`config.mk`:
```
export PLATFORM = sky130hd
export DESIGN_NAME = icetap_capture_ctrl
export DESIGN_NICKNAME = d
export VERILOG_FILES = /design/src/rtl/icetap_capture_ctrl.sv
export SDC_FILE = /design/constraint.sdc
export NUM_CORES = 1
export LEC_CHECK = 0
export CORE_MARGIN = 2
export CORE_UTILIZATION = 30
export DETAILED_ROUTE_END_ITERATION = 6
export DONT_BUFFER_PORTS = 1
export SLEW_MARGIN = 20
export SYNTH_ARGS = -nofsm -noshare
export SYNTH_HDL_FRONTEND = slang
export SYNTH_SLANG_ARGS = --single-unit
```
`constraint.sdc`:
```
create_clock -name src_clk -period 5.4 [get_ports src_clk]
set_input_delay 0.81 -clock src_clk [delete_from_list [all_inputs] [get_ports src_clk]]
set_output_delay 0.81 -clock src_clk [all_outputs]
set_load 0.005 [all_outputs]
```
`src/rtl/icetap_capture_ctrl.sv`:
```
// Purpose    : icetap capture sequencer. It runs the record FSM and the circular write pointer
//              into the sample RAM, and tracks the start/trigger/stop addresses and the scan-out
//              read pointer.
// Latency    : a qualifying sample is presented on the RAM write port one cycle after it is
//              sampled. The read pointer follows its request by one cycle.
// Backpressure: none. The RAM accepts every write. store/trigger qualify samples but never stall.
//
// Ports:
//   src_clk, src_reset_         - sole clock; async active-low reset
//   start, abort                - single-cycle command pulses (abort wins)
//   post_trigger_cnt            - samples to keep after the trigger (latched on start)
//   signals_in, store, trigger  - sample and its qualifiers from the mask/compare logic
//   ram_wr_ena/addr/data        - registered RAM write port
//   state                       - 0 IDLE, 1 PRE_TRIG, 2 POST_TRIG, 3 DONE
//   start_addr, trigger_addr,
//   stop_addr                   - oldest sample, trigger sample, last written sample
//   read_req_first/next         - scan-out pointer control (first wins)
//   ram_rd_addr                 - registered RAM read address
module icetap_capture_ctrl #(
  parameter int NR_SIGNALS    = 16,
  parameter int RECORD_DEPTH  = 256,
  parameter int RAM_ADDR_BITS = $clog2(RECORD_DEPTH)
) (
  input  logic                     src_clk,
  input  logic                     src_reset_,
  input  logic                     start,
  input  logic                     abort,
  input  logic [RAM_ADDR_BITS-1:0] post_trigger_cnt,
  input  logic [NR_SIGNALS-1:0]    signals_in,
  input  logic                     store,
  input  logic                     trigger,
  output logic                     ram_wr_ena,
  output logic [RAM_ADDR_BITS-1:0] ram_wr_addr,
  output logic [NR_SIGNALS-1:0]    ram_wr_data,
  output logic [1:0]               state,
  output logic [RAM_ADDR_BITS-1:0] start_addr,
  output logic [RAM_ADDR_BITS-1:0] trigger_addr,
  output logic [RAM_ADDR_BITS-1:0] stop_addr,
  input  logic                     read_req_first,
  input  logic                     read_req_next,
  output logic [RAM_ADDR_BITS-1:0] ram_rd_addr
);

  typedef enum logic [1:0] {
    ST_IDLE = 2'd0,
    ST_PRE  = 2'd1,
    ST_POST = 2'd2,
    ST_DONE = 2'd3
  } state_e;

  localparam int FILL_BITS = RAM_ADDR_BITS + 1;
  localparam logic [RAM_ADDR_BITS-1:0] ADDR_ONE  = RAM_ADDR_BITS'(1);
  localparam logic [FILL_BITS-1:0]     FILL_ONE  = FILL_BITS'(1);
  localparam logic [FILL_BITS-1:0]     FILL_FULL = FILL_BITS'(RECORD_DEPTH);

  state_e                   state_q, state_d;
  logic [RAM_ADDR_BITS-1:0] wr_ptr_q, wr_ptr_d;
  logic [FILL_BITS-1:0]     fill_q, fill_d;
  logic [RAM_ADDR_BITS-1:0] post_cnt_q, post_cnt_d;
  logic [RAM_ADDR_BITS-1:0] post_lim_q, post_lim_d;
  logic [RAM_ADDR_BITS-1:0] start_addr_q, start_addr_d;
  logic [RAM_ADDR_BITS-1:0] trigger_addr_q, trigger_addr_d;
  logic [RAM_ADDR_BITS-1:0] stop_addr_q, stop_addr_d;
  logic                     wr_ena_q, wr_ena_d;
  logic [RAM_ADDR_BITS-1:0] wr_addr_q, wr_addr_d;
  logic [NR_SIGNALS-1:0]    wr_data_q, wr_data_d;
  logic [RAM_ADDR_BITS-1:0] rd_addr_q, rd_addr_d;
  logic                     do_write;

  // Next-state logic. abort has priority over start. A command cycle never
  // writes: the qualifiers of that sample are dropped.
  always_comb begin
    state_d        = state_q;
    wr_ptr_d       = wr_ptr_q;
    fill_d         = fill_q;
    post_cnt_d     = post_cnt_q;
    post_lim_d     = post_lim_q;
    start_addr_d   = start_addr_q;
    trigger_addr_d = trigger_addr_q;
    stop_addr_d    = stop_addr_q;
    wr_ena_d       = 1'b0;
    wr_addr_d      = wr_addr_q;
    wr_data_d      = wr_data_q;
    rd_addr_d      = rd_addr_q;
    do_write       = 1'b0;

    if (abort) begin
      // Addresses and pointers are kept so a partial capture can still be read.
      state_d = ST_IDLE;
    end else if (start) begin
      state_d        = ST_PRE;
      wr_ptr_d       = '0;
      fill_d         = '0;
      post_cnt_d     = '0;
      post_lim_d     = post_trigger_cnt;
      start_addr_d   = '0;
      trigger_addr_d = '0;
      stop_addr_d    = '0;
    end else begin
      unique case (state_q)
        ST_PRE:  do_write = store | trigger;  // the trigger sample is always kept
        ST_POST: do_write = store;
        default: do_write = 1'b0;
      endcase

      if (do_write) begin
        wr_ena_d    = 1'b1;
        wr_addr_d   = wr_ptr_q;
        wr_data_d   = signals_in;
        stop_addr_d = wr_ptr_q;
        wr_ptr_d    = wr_ptr_q + ADDR_ONE;

        // When the ring is full, the oldest sample is overwritten, so the
        // start of valid data moves with the write pointer.
        if (fill_q == FILL_FULL) begin
          start_addr_d = start_addr_q + ADDR_ONE;
        end else begin
          fill_d = fill_q + FILL_ONE;
        end

        if (state_q == ST_PRE && trigger) begin
          trigger_addr_d = wr_ptr_q;
          state_d        = (post_lim_q == '0) ? ST_DONE : ST_POST;
        end else if (state_q == ST_POST) begin
          // post_lim_q is at most RECORD_DEPTH-1, so the trigger sample is
          // never overwritten and post_cnt never wraps before DONE.
          post_cnt_d = post_cnt_q + ADDR_ONE;
          if (post_cnt_d == post_lim_q) begin
            state_d = ST_DONE;
          end
        end
      end
    end

    // The scan-out pointer works in every state. read_req_first wins over read_req_next.
    if (read_req_first) begin
      rd_addr_d = start_addr_q;
    end else if (read_req_next) begin
      rd_addr_d = rd_addr_q + ADDR_ONE;
    end
  end

  always_ff @(posedge src_clk or negedge src_reset_) begin
    if (!src_reset_) begin
      state_q        <= ST_IDLE;
      wr_ptr_q       <= '0;
      fill_q         <= '0;
      post_cnt_q     <= '0;
      post_lim_q     <= '0;
      start_addr_q   <= '0;
      trigger_addr_q <= '0;
      stop_addr_q    <= '0;
      wr_ena_q       <= 1'b0;
      wr_addr_q      <= '0;
      wr_data_q      <= '0;
      rd_addr_q      <= '0;
    end else begin
      state_q        <= state_d;
      wr_ptr_q       <= wr_ptr_d;
      fill_q         <= fill_d;
      post_cnt_q     <= post_cnt_d;
      post_lim_q     <= post_lim_d;
      start_addr_q   <= start_addr_d;
      trigger_addr_q <= trigger_addr_d;
      stop_addr_q    <= stop_addr_d;
      wr_ena_q       <= wr_ena_d;
      wr_addr_q      <= wr_addr_d;
      wr_data_q      <= wr_data_d;
      rd_addr_q      <= rd_addr_d;
    end
  end

  assign state        = state_q;
  assign ram_wr_ena   = wr_ena_q;
  assign ram_wr_addr  = wr_addr_q;
  assign ram_wr_data  = wr_data_q;
  assign start_addr   = start_addr_q;
  assign trigger_addr = trigger_addr_q;
  assign stop_addr    = stop_addr_q;
  assign ram_rd_addr  = rd_addr_q;

endmodule

```
---- After elaboration in Yosys (flattened, before gate mapping) ----
Cells that the tools add are included.
cells by class
  multiplexer cells ....................... 32
  multipliers ............................. 0
  shift-type cells ........................ 0
  divide/modulo/power cells ............... 0
  reduce and logical (&&, ||, !) cells .... 18
  magnitude comparators ................... 0
  eq/ne operators ......................... 6
  bitwise gates (word level) .............. 3
  add/subtract/negate cells ............... 5
operator list
  cell                   count
  $mux W8                16
  $add A8 B1 Y8 const B  4
  $mux W9                3
  $reduce_and A3 Y1      5
  $mux W2                6
  $reduce_bool A2 Y1     5
  $add A9 B1 Y9 const B  1
  $eq A9 B9 Y1 const B   1
  $eq A8 B8 Y1           1
  $logic_not A8 Y1       1
  $reduce_bool A4 Y1     2
  $mux W1                6
  $ne A2 B2 Y1 const B   2
  $reduce_and A2 Y1      2
  $reduce_and A4 Y1      1
  $reduce_bool A3 Y1     1
  $eq A2 B1 Y1 const B   1
  $eq A2 B2 Y1 const B   1
  $not A1 Y1             2
  $pmux W1 S2            1
  $logic_and A1 B1 Y1    1
  $or A1 B1 Y1           1
word-level totals
  output and inout port bits .............. 59
  word-level logic and storage cells ...... 76
  bits in read-only memories .............. 0
  flip-flop bits (word level) ............. 92
  memories ................................ 0
  RAM bits ................................ 0
  input port bits ......................... 32
  bits in latches ......................... 0

---- Longest topological paths before layout ----
  depth in word-level cells ............... 8
  gate-level depth with buffers ........... 9
  mapped depth without buffers ............ 7

---- Least setup slack after synthesis ----
Ideal clock, no wire load.
  kind .................................... input port to flip-flop
  from .................................... input trigger
  to ...................................... register post_cnt_q[4]
  data required time ...................... 5.268 ns
  stages on the path ...................... 7
  data arrival time ....................... 1.917 ns
  path slack .............................. 3.351 ns
  setup time .............................. 0.132 ns
  cells stage by stage .................... and2_1 > buf_6 > o2111ai_1 > clkbuf_1 > nor2_1 > o21ai_0 > o31ai_1
on the way
  word-level cells in the longest chain between the ends .. 6
  elaborated cells between the ends (all ways) .. 8
RTL lines
  element                               RTL line  text
  from (decl)                           31        input logic trigger,
  $or A1 B1 Y1                          101       ST_PRE: do_write = store | trigger;
  $pmux W1 S2                           100       unique case (state_q)
  $mux W1                               90        end else if (start) begin
  $mux W1                               87        if (abort) begin
  $reduce_bool A2 Y1 (no source line)   n/a
  $reduce_and A4 Y1 (no source line) *  n/a
  to (signal assigned)                  161       post_cnt_q <= post_cnt_d;
  to (decl)                             59        logic [RAM_ADDR_BITS-1:0] post_cnt_q, post_cnt_d;
Every way passes the cells marked *; elsewhere a longest branch is shown, timed or not. The select of a mux whose other input is x is not followed.
A chain may end at the register's enable or synchronous reset.

---- Final worst setup path ----
  from .................................... register state_q[0] (netlist: state[0])
  to ...................................... register wr_ptr_q[7]
on the way
  word-level cells in the longest chain between the ends .. 6
  elaborated cells between the ends (all ways) .. 7
RTL lines
  element                                       RTL line  text
  from (decl)                                   56        state_e state_q, state_d;
  from (signal assigned)                        158       state_q <= state_d;
  $eq A2 B2 Y1 or $eq A2 B1 Y1 (tied branches)  100
  $pmux W1 S2 *                                 100
  $mux W1 *                                     90
  $mux W1 *                                     87
  $reduce_bool A2 Y1 (no source line) *         n/a
  $reduce_and A2 Y1 (no source line) *          n/a
  to (signal assigned)                          159       wr_ptr_q <= wr_ptr_d;
  to (decl)                                     57        logic [RAM_ADDR_BITS-1:0] wr_ptr_q, wr_ptr_d;
Marks and branches as above.

==> impl_metrics.csv <==
group,metric,value,unit
layout,layout_commonest_cell,"nand2_1",
layout,drive_above_1_share,6.39,%
worst_setup_path,startpoint_type,"flip-flop",
worst_setup_path,critPathKind,"flip-flop to flip-flop",
sta,worst_pin_slew,980,ps
floorplan,ios,91,
detailed_routing,drtIter0Drc,174,
power_and_ir_drop,power_density,313,nW/um2
sta,fin_setup_tns,0,ps
clocking,cts_max_path_buffers,2,
global_routing,antenna_found_initial,0,
power_and_ir_drop,vdd_drop_max,136,uV
clocking,postCtsHoldBufs,0,
sta,hold_viol,0,
global_routing,grt_start_max_net_pins,93,
power_and_ir_drop,p_leak,2.26,nW
layout,stdcell_count,634,
clocking,ctsRootBufferMaster,"clkbuf_16",
layout,regArea,2300,um2
worst_setup_path,worst_ep_required_time,5650,ps
floorplan,core_area,14000,um2
layout,area_delta_synth_final,10.6,%
detailed_routing,dr.pass1.iters,4,
layout,multi_input_area,1890,um2
sta,fmax,408,MHz
synthesis,syn_area,4320,um2
layout,nets,489,
clocking,ctsResizeCount,0,
layout,n_fill_cell,1410,
detailed_routing,wl_per_cell,16.0,um
synthesis,syn_nets,497,
detailed_routing,ant_nets,0,
synthesis,synth_edf_count,0,
synthesis,ys_ff_latch,92,
sta,finalSetupViolations,0,
global_routing,globalRouteTotalUtil,13.7,%
clocking,htree_levels,3,
global_routing,grt_overflow,0,
placement,place_hpwl,7.05,mm
detailed_routing,totalWireLength,10.2,mm
floorplan,fp.dieW,124,um
layout,design_area,4780,um2
placement,placed_cell_area,4450,um2
placement,io_buffers,0,
synthesis,synth_ff_type,"dfrtp_1",
sta,worst_clock_skew,8.26,ps
floorplan,die-area,15400,um2
job,drv_cap,0,
placement,gp_congestion,0.855,
synthesis,async_reset_ff_share,100,%
clocking,clkTransAtPathRegs,70,ps
detailed_routing,route.vias.total,3214,
sta,drv_slew,0,
sta,fin_crit_sh,45.4,%
floorplan,start_util,30.9,%
power_and_ir_drop,power,0.00150,W
worst_setup_path,critPathCaptureType,"flip-flop",
layout,insertedDiodeCount,0,
clocking,clkSinkCount,92,
floorplan,fp-row-count,43,
sta,rsz0062_at_grt,"false",
detailed_routing,avgViaCountPerCell,5.07,
worst_setup_path,worstPathArrival,2700,ps
synthesis,netlist_instances,457,
detailed_routing,drc,0,
layout,finish.utilization,34.1,%
clocking,clkLatencyLatePin,350,ps
clocking,postCtsSetupRepairBufs,0,
synthesis,avgSynthCellArea,9.45,um2
synthesis,synth-seq-area-share,53.3,%
sta,period_minus_slack,2450,ps
placement,placedCellCount,618,
global_routing,grt_pass1_wl,16.4,mm
synthesis,yosys_warnings,0,
synthesis,ys_types,50,
outcome,status,"complete, no violations",
global_routing,grt_pass1_vias,3171,
floorplan,die_h,124,um
clocking,cts_tree,"done",
sta,relSlewSlack,34.6,%
worst_hold_path,hold_path.class,"input port to async pin",
worst_setup_path,crit_fanout,13,
layout,final_cell_mix,"145 x nand2_1, 92 x dfrtp_1, 27 x o21ai_0",
clocking,cts_made_buffers,9,
-- cell families after synthesis --
| kind of cell | share of synthesized area [%] |
|---|---|
| AO/OA/AOI/OAI | 12.3 |
| XOR/XNOR | 5.48 |
| adder cells (fa/ha/maj) | 2.32 |
| buffers and inverters | 2.98 |
| flip-flops | 53.3 |
| multiplexers | 0.232 |
| AND/OR/NAND/NOR | 23.3 |
-- critical path, cell delays in order, from the launching register on --
cell and delay [ps]:
dfrtp_1 450, inv_1 90, ha_1 240, o21a_1 250, o211a_1 400, nor2_1 640, o21ai_0 200, o31ai_1 100
-- layer usage --
metal | up-vias | GRT usage, % | part of all wire, %
li1 | 1555 | - | -
met1 | 1587 | 17.7 | 44
met2 | 55 | 21.2 | 49
met3 | 17 | 4.90 | 5.4
met4 | 0 | 5.34 | 2.4
met5 | - | 0 | 0
-- final cells by class --
type / instances / share of cell area, %
tap: 180 / 4.72
multi-input combinational: 337 / 39.7
clock inverter: 7 / 1.91
clock buffer: 9 / 4.72
inverter: 8 / 0.629
sequential: 92 / 48.2
timing repair buffer: 1 / 0.157
-- sequential cells by signal (all words and copies together), names as in the netlist --
signal / count
start_addr: 8
post_lim_q: 8
fill_q: 9
wr_ptr_q: 8
trigger_addr: 8
stop_addr: 8
ram_rd_addr: 8
ram_wr_data: 16
state: 2
post_cnt_q: 8
ram_wr_addr: 8
ram_wr_ena: 1
-- stage by stage --
stage	setup WS (ps)	hold WS, ps
floorplan	3350	467
global placement	2870	496
detailed placement	2840	502
CTS	2940	147
global route	2710	143
finish	2950	163
-- power by group --
part           internal, W  switching [W]  leakage [nW]
clock network     0.000371       0.000292         0.152
logic            0.0000278      0.0000416         0.845
registers         0.000726      0.0000364          1.26
-- final timing paths --
path                                       startpoint                          to  slack [ps]  depth (start not counted)
max in group asynchronous                  src_reset_  ram_wr_data[5]$_DFFE_PN0P_        5080                          0
min in group src_clk       ram_wr_data[2]$_DFFE_PN0P_  ram_wr_data[2]$_DFFE_PN0P_         520                          2
hold / removal                             src_reset_  ram_rd_addr[1]$_DFFE_PN0P_         160                          0
setup / recovery                 state[0]$_DFFE_PN0P_     wr_ptr_q[7]$_DFFE_PN0P_        2950                          7
setup reg to reg                 state[0]$_DFFE_PN0P_     wr_ptr_q[7]$_DFFE_PN0P_        2950                          7
hold reg to reg            ram_wr_data[2]$_DFFE_PN0P_  ram_wr_data[2]$_DFFE_PN0P_         520                          2
-- synthesized netlist by cell type, drive strengths merged, types with 2 or more instances --
cell	number	area share [%]
a211oi	3	0.52
a21oi	7	0.81
a22o	9	1.8
a31oi	5	0.72
and2	3	0.43
and3	4	0.58
and4	2	0.43
buf	8	1.2
clkbuf	12	1.0
dfrtp	92	53
ha	8	2.3
inv	8	0.70
nand2	145	13
nand2b	3	0.43
nand3	13	1.7
nand4	11	1.6
nor2	21	1.8
nor2b	3	0.43
nor3	4	0.46
nor4	5	1.1
o211ai	5	0.87
o21a	2	0.35
o21ai	28	3.5
o31ai	7	1.2
o41ai	3	0.61
or3	3	0.43
or4	2	0.35
xnor2	8	1.6
xor2	19	3.9
Note: power is estimated with default switching activity, not from simulation.
